<file path="src/rtl/memory_access_unit_pkg.sv">
// Shared types for the memory-access stage: operation codes, funct3
// widths, exception codes and the stage FSM encoding.
package memory_access_unit_pkg;

    typedef enum logic [4:0] {
        NOP    = 5'd0,
        ADD    = 5'd1,
        SUB    = 5'd2,
        LOGIC  = 5'd3,
        SHIFT  = 5'd4,
        BRANCH = 5'd5,
        LOAD   = 5'd8,
        STORE  = 5'd9
    } operation_t;

    typedef enum logic [2:0] {
        F3_LB  = 3'd0,
        F3_LH  = 3'd1,
        F3_LW  = 3'd2,
        F3_LD  = 3'd3,
        F3_LBU = 3'd4,
        F3_LHU = 3'd5,
        F3_LWU = 3'd6
    } funct3_load_t;

    typedef enum logic [2:0] {
        F3_SB = 3'd0,
        F3_SH = 3'd1,
        F3_SW = 3'd2,
        F3_SD = 3'd3
    } funct3_store_t;

    typedef enum logic [1:0] {
        EXC_NONE       = 2'd0,
        EXC_MISALIGNED = 2'd1,
        EXC_TIMEOUT    = 2'd2,
        EXC_ILLEGAL    = 2'd3
    } mem_exc_t;

    typedef enum logic [1:0] {
        IDLE = 2'd0,
        CMD  = 2'd1,
        RSP  = 2'd2
    } mau_state_t;

    function automatic logic is_mem_op(logic [4:0] op);
        return (op == LOAD) || (op == STORE);
    endfunction

endpackage

</file>
<file path="src/rtl/memory_access_unit_mem_lane_align.sv">
// Combinational lane unit: byte mask, replicated store data, load extract.
// Ports: funct3/addr_lo in; mask, cmd_data, load_data, misaligned, illegal out.
module mem_lane_align #(
    parameter int XLEN = 32
) (
    input  logic [2:0]        funct3,
    input  logic [2:0]        addr_lo,
    input  logic [XLEN-1:0]   store_data,
    input  logic [XLEN-1:0]   rsp_data,
    output logic [XLEN/8-1:0] mask,
    output logic [XLEN-1:0]   cmd_data,
    output logic [XLEN-1:0]   load_data,
    output logic              misaligned,
    output logic              illegal
);
    import memory_access_unit_pkg::*;

    localparam int MW   = XLEN / 8;
    localparam int OFFW = $clog2(MW);

    logic [OFFW-1:0] off;
    logic [XLEN-1:0] sh;

    assign off = addr_lo[OFFW-1:0];
    // Bring the addressed lane down to bit 0.
    assign sh  = rsp_data >> {off, 3'b000};

    assign illegal = (funct3 == 3'd7) ||
                     ((XLEN == 32) && (funct3 == 3'd3 || funct3 == 3'd6));

    always_comb begin
        mask       = '1;
        cmd_data   = store_data;
        misaligned = 1'b0;
        unique case (funct3[1:0])
            2'd0: begin
                mask     = MW'(1) << off;
                cmd_data = {MW{store_data[7:0]}};
            end
            2'd1: begin
                mask       = MW'(3) << off;
                cmd_data   = {(XLEN/16){store_data[15:0]}};
                misaligned = addr_lo[0];
            end
            2'd2: begin
                mask       = MW'(15) << off;
                cmd_data   = {(XLEN/32){store_data[31:0]}};
                misaligned = addr_lo[1:0] != 2'd0;
            end
            default: begin
                mask       = '1;
                cmd_data   = store_data;
                misaligned = addr_lo != 3'd0;
            end
        endcase
    end

    always_comb begin
        load_data = sh;
        unique case (funct3)
            F3_LB:   load_data = XLEN'($signed(sh[7:0]));
            F3_LH:   load_data = XLEN'($signed(sh[15:0]));
            F3_LW:   load_data = XLEN'($signed(sh[31:0]));
            F3_LBU:  load_data = XLEN'(sh[7:0]);
            F3_LHU:  load_data = XLEN'(sh[15:0]);
            F3_LWU:  load_data = XLEN'(sh[31:0]);
            default: load_data = sh;
        endcase
    end

endmodule

</file>
<file path="src/rtl/memory_access_unit.sv">
// Registered memory-access stage owning the data-bus handshake.
// Ports: t_* upstream, i_* downstream, dbus_cmd_*/dbus_rsp_* data bus.
module memory_access_unit #(
    parameter int XLEN        = 32,
    parameter int RSP_TIMEOUT = 255
) (
    input  logic              clk,
    input  logic              rstf,
    input  logic [31:0]       t_instr,
    input  logic [31:0]       t_pc,
    input  logic [4:0]        t_op,
    input  logic [XLEN-1:0]   t_alu,
    input  logic [XLEN-1:0]   t_rs2,
    input  logic              t_valid,
    output logic              t_ready,
    output logic [31:0]       i_instr,
    output logic [31:0]       i_pc,
    output logic [4:0]        i_op,
    output logic [XLEN-1:0]   i_result,
    output logic [1:0]        i_exc,
    output logic              i_valid,
    input  logic              i_ready,
    output logic [XLEN-1:0]   dbus_cmd_addr,
    output logic [XLEN-1:0]   dbus_cmd_data,
    output logic [XLEN/8-1:0] dbus_cmd_mask,
    output logic              dbus_cmd_we,
    output logic              dbus_cmd_valid,
    input  logic              dbus_cmd_ready,
    input  logic [XLEN-1:0]   dbus_rsp_data,
    input  logic              dbus_rsp_valid
);
    import memory_access_unit_pkg::*;

    localparam int MW = XLEN / 8;
    localparam logic [15:0] TO_LAST = 16'(RSP_TIMEOUT - 1);

    mau_state_t state, state_next;

    logic [31:0]     p_instr, p_pc;
    logic [4:0]      p_op;
    logic [XLEN-1:0] p_alu;
    logic [2:0]      p_f3, p_lo;
    logic [15:0]     cnt;
    logic            orphan;

    logic [2:0]      lane_f3, lane_lo;
    logic [MW-1:0]   lane_mask;
    logic [XLEN-1:0] lane_wdata, lane_rdata;
    logic            lane_mis, lane_ill;

    logic            out_load, out_pend, cmd_load;
    logic            cnt_clr, orphan_set;
    logic [XLEN-1:0] out_result;
    mem_exc_t        out_exc;

    assign t_ready = !rstf && (state == IDLE) && (!i_valid || i_ready);
    assign dbus_cmd_valid = (state == CMD);

    // The lane unit decodes the incoming op in IDLE, the held op otherwise.
    assign lane_f3 = (state == IDLE) ? t_instr[14:12] : p_f3;
    assign lane_lo = (state == IDLE) ? t_alu[2:0] : p_lo;

    mem_lane_align #(.XLEN(XLEN)) u_lane (
        .funct3     (lane_f3),
        .addr_lo    (lane_lo),
        .store_data (t_rs2),
        .rsp_data   (dbus_rsp_data),
        .mask       (lane_mask),
        .cmd_data   (lane_wdata),
        .load_data  (lane_rdata),
        .misaligned (lane_mis),
        .illegal    (lane_ill)
    );

    always_ff @(posedge clk) begin
        if (rstf) state <= IDLE;
        else      state <= state_next;
    end

    always_comb begin
        state_next = state;
        out_load   = 1'b0;
        out_pend   = 1'b0;
        out_result = '0;
        out_exc    = EXC_NONE;
        cmd_load   = 1'b0;
        cnt_clr    = 1'b0;
        orphan_set = 1'b0;
        unique case (state)
            IDLE: begin
                if (t_valid && t_ready) begin
                    if (!is_mem_op(t_op)) begin
                        out_load   = 1'b1;
                        out_result = t_alu;
                    end else if (lane_ill) begin
                        out_load   = 1'b1;
                        out_result = t_alu;
                        out_exc    = EXC_ILLEGAL;
                    end else if (lane_mis) begin
                        out_load   = 1'b1;
                        out_result = t_alu;
                        out_exc    = EXC_MISALIGNED;
                    end else begin
                        cmd_load   = 1'b1;
                        state_next = CMD;
                    end
                end
            end
            CMD: begin
                if (dbus_cmd_ready) begin
                    if (dbus_cmd_we) begin
                        out_load   = 1'b1;
                        out_pend   = 1'b1;
                        out_result = p_alu;
                        state_next = IDLE;
                    end else begin
                        cnt_clr    = 1'b1;
                        state_next = RSP;
                    end
                end
            end
            RSP: begin
                // A response arriving on the expiry cycle still wins.
                if (dbus_rsp_valid) begin
                    out_load   = 1'b1;
                    out_pend   = 1'b1;
                    out_result = lane_rdata;
                    state_next = IDLE;
                end else if (cnt == TO_LAST) begin
                    out_load   = 1'b1;
                    out_pend   = 1'b1;
                    out_exc    = EXC_TIMEOUT;
                    orphan_set = 1'b1;
                    state_next = IDLE;
                end
            end
            default: state_next = IDLE;
        endcase
    end

    always_ff @(posedge clk) begin
        if (rstf) begin
            i_valid       <= 1'b0;
            i_instr       <= '0;
            i_pc          <= '0;
            i_op          <= '0;
            i_result      <= '0;
            i_exc         <= '0;
            p_instr       <= '0;
            p_pc          <= '0;
            p_op          <= '0;
            p_alu         <= '0;
            p_f3          <= '0;
            p_lo          <= '0;
            dbus_cmd_addr <= '0;
            dbus_cmd_data <= '0;
            dbus_cmd_mask <= '0;
            dbus_cmd_we   <= 1'b0;
            cnt           <= '0;
            orphan        <= 1'b0;
        end else begin
            if (out_load) begin
                i_valid  <= 1'b1;
                i_result <= out_result;
                i_exc    <= out_exc;
                i_instr  <= out_pend ? p_instr : t_instr;
                i_pc     <= out_pend ? p_pc : t_pc;
                i_op     <= out_pend ? p_op : t_op;
            end else if (i_ready) begin
                i_valid <= 1'b0;
            end
            if (cmd_load) begin
                p_instr       <= t_instr;
                p_pc          <= t_pc;
                p_op          <= t_op;
                p_alu         <= t_alu;
                p_f3          <= t_instr[14:12];
                p_lo          <= t_alu[2:0];
                dbus_cmd_addr <= t_alu & ~XLEN'(MW - 1);
                dbus_cmd_data <= lane_wdata;
                dbus_cmd_mask <= lane_mask;
                dbus_cmd_we   <= (t_op == STORE);
            end
            if (cnt_clr)           cnt <= '0;
            else if (state == RSP) cnt <= cnt + 16'd1;
            // A stale reply after a timeout is swallowed once.
            if (orphan_set)
                orphan <= 1'b1;
            else if (orphan && state != RSP && dbus_rsp_valid)
                orphan <= 1'b0;
        end
    end

endmodule

</file>
<file path="config.mk">
export PLATFORM = sky130hd
export DESIGN_NAME = memory_access_unit
export DESIGN_NICKNAME = d
export VERILOG_FILES = /design/src/rtl/memory_access_unit_pkg.sv /design/src/rtl/memory_access_unit_mem_lane_align.sv /design/src/rtl/memory_access_unit.sv
export SDC_FILE = /design/constraint.sdc
export NUM_CORES = 1
export LEC_CHECK = 0
export ABC_CLOCK_PERIOD_IN_PS = 4600
export CAP_MARGIN = 40
export CORE_ASPECT_RATIO = 0.8
export CORE_MARGIN = 8
export CORE_UTILIZATION = 48
export DETAILED_ROUTE_END_ITERATION = 6
export GPL_TIMING_DRIVEN = 1
export PLACE_DENSITY = 0.85
export SLEW_MARGIN = 20
export SYNTH_ARGS = -nofsm -noshare
export SYNTH_HDL_FRONTEND = slang
export SYNTH_SLANG_ARGS = --single-unit
export TNS_END_PERCENT = 20
</file>
<file path="constraint.sdc">
create_clock -name clk -period 4.6 [get_ports clk]
set_clock_uncertainty 0.1 [all_clocks]
set_input_delay 0.46 -clock clk [delete_from_list [all_inputs] [get_ports clk]]
set_output_delay 0.46 -clock clk [all_outputs]
set_load 0.03 [all_outputs]
</file>
Word-level counts from Yosys, hierarchy flattened
Index checks and enable logic that the tools add are counted.
- register bits after elaboration: 296
- bits in latches: 0
- bits in writable memories: 0
- memory bits (read-only): 0
- output and inout port bits: 175
- logic and storage cells: 112
- memories kept: 0
- add/subtract/negate cells: 1
- $mul: 0
- divide/modulo/power cells: 0
- order comparisons: 0
- eq/ne operators: 19
- shifts and indexed selects: 4
- mux-type cells: 53
- bitwise gates (word level): 0
- reductions and logical operators: 17
- operators with widths (operator ; number):
    $mux W32 ; 9
    $pmux W32 S4 ; 1
    $pmux W32 S3 ; 1
    $pmux W32 S2 ; 1
    $shr A32 B5 Y32 ; 1
    $mux W2 ; 13
    $mux W1 ; 19
    $add A16 B1 Y16 const B ; 1
    $eq A16 B8 Y1 const B ; 1
    $eq A3 B3 Y1 const B ; 4
    $pmux W4 S3 ; 1
    $eq A5 B4 Y1 const B ; 2
    $mux W3 ; 2
    $ne A2 B1 Y1 const B ; 3
    $pmux W1 S3 ; 2
    $pmux W2 S3 ; 1
    $reduce_and A6 Y1 ; 1
    $mux W5 ; 1
    $eq A2 B1 Y1 const B ; 2
    $eq A2 B2 Y1 const B ; 2
    $logic_not A2 Y1 ; 2
    $logic_or A1 B1 Y1 ; 4
    $ne A2 B2 Y1 const B ; 2
    $pmux W2 S2 ; 1
    other kinds (13) ; 17

Depth between registers and ports, before layout
- word-level depth: 10
- mapped depth: 15
- gate-level depth less buffers: 11

Modules after synthesis
A second synthesis with hierarchy kept.
- cells, all modules: 1579
- area, all modules: 12957.4 um^2
- by module, submodules not included (module ; instances ; cells each ; area each (um^2) ; sequential area each (um^2)):
    memory_access_unit ; 1 ; 1388 ; 11641.2 ; 5205.0
    mem_lane_align ; 1 ; 191 ; 1316.3 ; 0.0

Least setup slack after synthesis
No wires, ideal clock.
- path type: reg2reg
- start point: register state[0]
- end point: register i_result[30]
- library setup time: 91 ps
- data arrival time: 3014 ps
- data required time: 4409 ps
- setup slack: 1394 ps
- cell stages (with the launch flop): 14
- buffers on the path: 4
- clock period less this slack: 3206 ps
- cell sequence: dfxtp_1 > inv_1 > ha_1 > buf_6 > mux2_2 > clkinv_1 > clkbuf_1 > ha_1 > clkbuf_1 > o221ai_2 > o221ai_4 > buf_6 > nand3_1 > a311oi_1
- longest elaborated chain between the ends: 9
- elaborated cells between the ends (all ways): 36
- those cells by class: 10 x eq/ne; 1 x shift; 15 x mux; 10 x reduce/logical
- ends and longest elaborated chain (item ; RTL line ; source):
    start, declared ; memory_access_unit.sv:37 ; mau_state_t state, state_next;
    start signal, assigned ; memory_access_unit.sv:77 ; else state <= state_next;
    branches (longest 9 deep; another with $shr A32 B5 Y32) ; n/a ;
    end signal, assigned ; memory_access_unit.sv:164 ; i_result <= out_result;
    end, declared ; memory_access_unit.sv:19 ; output logic [XLEN-1:0] i_result,
Parallel ways; which one is timed is not known.
A chain may end at the register's enable or synchronous reset.

Worst setup path in the final report
- start point: register state[0]
- end point: register i_result[13]
Same word-level chain as after synthesis.

==> results.ini <==
[power]
p_per_area_mw_per_mm2 = 338
ir_drop_mv = 0.231
cellLeakagePower_uw = 0.00550

[sta]
max_freq_ghz = 0.253
rsz0062_at_grt = no
finalCriticalPeriod_ns = 3.96
hold_violations = 0
worstMarginPinSlew_ns = 0.828
finalCritPeriodShare_pct = 86.0
slew_violations = 0
fin_ws_ns = 0.643
finalHoldWorstSlack_ns = 0.355
fin_setup_tns_ns = 0
setup_violations = 0
relSlewSlack_pct = 44.8

[logic_synthesis]
ys.warnings.count = 0
synth_edf_count = 0
synth_flop_cell = dfxtp_1
synth-seq-cells = 260
synth_area_leaders = dfxtp_1, nand2_1, a311oi_1, a21oi_1, nor2_1
async_flop_share_pct = 0
ys_seq_area_share_pct = 43.9
syn_area_per_cell_um2 = 8.03
synth.distinct_cells = 60
synth_area_leader_cell = dfxtp_1
synth_area_mm2 = 0.0118
synth_top_area_share_pct = 43.9
synthCells = 1475

[hold_path]
hp-class = reg2reg
hold_start = dbus_cmd_data[7]
holdPathStages = 2

[floorplanning]
die_width_um = 192
die-area_mm2 = 0.0300
pin_count = 346
core-area_mm2 = 0.0243
die_y_um = 157
start_util_pct = 48.7
rows = 51

[global_routing]
met3_usage_pct = 7.27
grt_max_degree = 135
grt_pass1_vias = 11500
track_usage_pct = 25.1
grtUsageMet1_pct = 30.9
gr-total-overflow = 0
met2_usage_pct = 41.2
antenna_found_initial = 0
top_usage_layer = met2
grt_pass1_wl_um = 61500

[setup_path]
crit_cells = 12
worstSetupEndpointType = register
cp_data_arrival_time_ns = 4.28
critPathLaunch = state[0]
r2r_cells = 12
path_cells = inv_1, ha_1, buf_4, mux2_2, inv_1, ha_1, a21oi_1, o211ai_1, a22o_4, buf_12, nor2_1, a311oi_1
crit_fanout = 134
regToRegSetupSlack_ns = 0.64
slowest_stage = a22o_4
max_stage_delay_ns = 0.67
start_kind = register
cp_data_required_time_ns = 4.93
r2r-start = state[0]
cp_num_buf_inv = 4
cpLargestDelayFamily = compound AO/OA/AOI/OAI gates
crit_type = reg2reg

[finish]
multi_input_comb_area_mm2 = 0.00579
layout.nets = 1898
layout-drive-gt1-share_pct = 6.80
syn2layout_area_growth_pct = 35.7
final_cells = 2055
nFillCells = 1968
seq_area_mm2 = 0.00520

[clocking]
htreeDepth = 1
tritoncts = done
cts_buffer_depth = 3
cts_resized = 0
clk_latency_ns = 0.54
cts_hold_buf = 0
cts.reportedPaths.clkPinSlew_ns = 0.06
post_cts_buffers = 0
cts_buffers = 27
cts.sinks = 260
root_buffer = clkbuf_16

[route]
via_count = 11800
via_per_inst = 5.73
routedWlPerCell_um = 19.4
drt_wl_total_um = 39900
ant_nets = 0
drt_iter0_drc = 1018
dr.pass1.iters = 7
post-route-drc-count = 4

[placement]
place.detailed.instances = 2004
pre_cts_ws_ns = 0.455
gp_congestion = 0.870
dp_hpwl_um = 27700
io_buffer_count = 343

[flow_run]
cap_violations = 0

[status]
status = finished, violations left
violations = design-rule violations

[cells by family after synthesis]
kind of cell               share of synthesized area, %
DFF                                                43.9
buffers and inverters                              7.53
AOI/OAI and AO/OA                                  21.9
xor gates and xnor gates                          0.813
and+or+nand+nor                                    21.3
adders and majority gates                          1.27
muxes                                              3.26
other                                            0.0317
[layer usage]
metal | share of wire (%) | vias up
met1 | 40 | 5534
met2 | 46 | 558
met5 | 0 | -
met3 | 10 | 95
met4 | 3.6 | 0
li1 | - | 5593
[power by group]
group | switching, uW | internal, uW | leakage, uW
Clock | 949 | 1330 | 0.000468
Sequential | 39.9 | 2320 | 0.00211
Combinational | 439 | 354 | 0.00292
Total | 1430 | 4000 | 0.00550
[Yosys cell counts (2+ instances only)]
| library cell | instances |
|---|---|
| a311oi_1 | 91 |
| nor3_1 | 7 |
| mux4_2 | 6 |
| nand3_1 | 25 |
| mux2_2 | 6 |
| o211ai_1 | 17 |
| o21ai_0 | 27 |
| a211oi_1 | 10 |
| a311oi_2 | 14 |
| inv_1 | 13 |
| buf_2 | 50 |
| xor2_1 | 7 |
| nand4_1 | 7 |
| a221o_1 | 8 |
| a222oi_1 | 7 |
| buf_4 | 36 |
| a21oi_1 | 141 |
| nor2_1 | 155 |
| or3_1 | 4 |
| buf_1 | 2 |
| nor2b_1 | 4 |
| nand2b_1 | 2 |
| dfxtp_1 | 260 |
| or2_2 | 2 |
| xnor2_1 | 4 |
| a22oi_1 | 27 |
| nand2_1 | 409 |
| and2_1 | 7 |
| buf_6 | 7 |
| o32ai_1 | 2 |
| ha_1 | 12 |
| o22ai_1 | 6 |
| mux2i_1 | 12 |
| clkbuf_1 | 62 |
[worst reg2reg max path: cells and delay by family, from the launching register on]
kind	cells	cell delay, ns
AO/OA/AOI/OAI	4	1.35
buffers and inverters	4	1.03
multiplexers	1	0.45
flip-flops	1	0.34
adder cells (fa/ha/maj)	2	0.32
AND/OR/NAND/NOR	1	0.24
[final cells by class]
class	count	area share [%]
antenna	1	0.0156
clock inverter	18	1.14
sequential	260	32.4
tap	318	2.47
multi-input combinational	1045	36.0
inverter	14	0.327
timing repair buffer	367	23.0
clock buffer	32	4.63
[sequential cells by signal, indices dropped and copies added (netlist names)]
name           flops
i_instr           32
dbus_cmd_we        1
i_result          32
dbus_cmd_data     32
p_op               5
i_pc              32
i_valid            1
p_instr           32
i_op               5
dbus_cmd_mask      4
p_alu             32
state              2
i_exc              2
cnt               16
p_pc              32
[through the flow]
stage	instance area [um^2]	total power [uW]	utilization [%]
6_report	16100	5430	66.1
5_1_grt	16100	5620	66.1
4_1_cts	16100	5470	66.1
3_5_place_dp	15100	3200	62.3
3_3_place_gp	15100	3180	62.0
2_1_floorplan	11900	2810	-
[cell usage in the layout (no fill, tap or decap), types with 4 or more instances in the layout]
master,instances
dfxtp_1,260
xnor2_1,4
mux2_2,6
inv_1,13
o22ai_1,6
clkbuf_16,27
clkinv_2,10
ha_1,12
a21oi_1,141
nor2_1,153
mux2i_1,12
nand3_1,25
buf_4,17
a222oi_1,7
a311oi_2,14
nand2_1,408
a22oi_1,27
and2_1,6
a211oi_1,10
o211ai_1,17
or3_1,4
clkbuf_8,6
a311oi_1,91
nor3_1,7
nor2b_1,4
o21ai_0,27
mux4_2,6
clkdlybuf4s50_1,342
nand4_1,7
xor2_1,7
a221o_1,8
[path summary, 6_finish.rpt]
path / endpoint
setup / recovery: i_result[13]
setup reg to reg: i_result[13]
hold / removal: dbus_cmd_data[7]
hold reg to reg: dbus_cmd_data[7]
No activity file was read; power rests on OpenSTA's default activity.
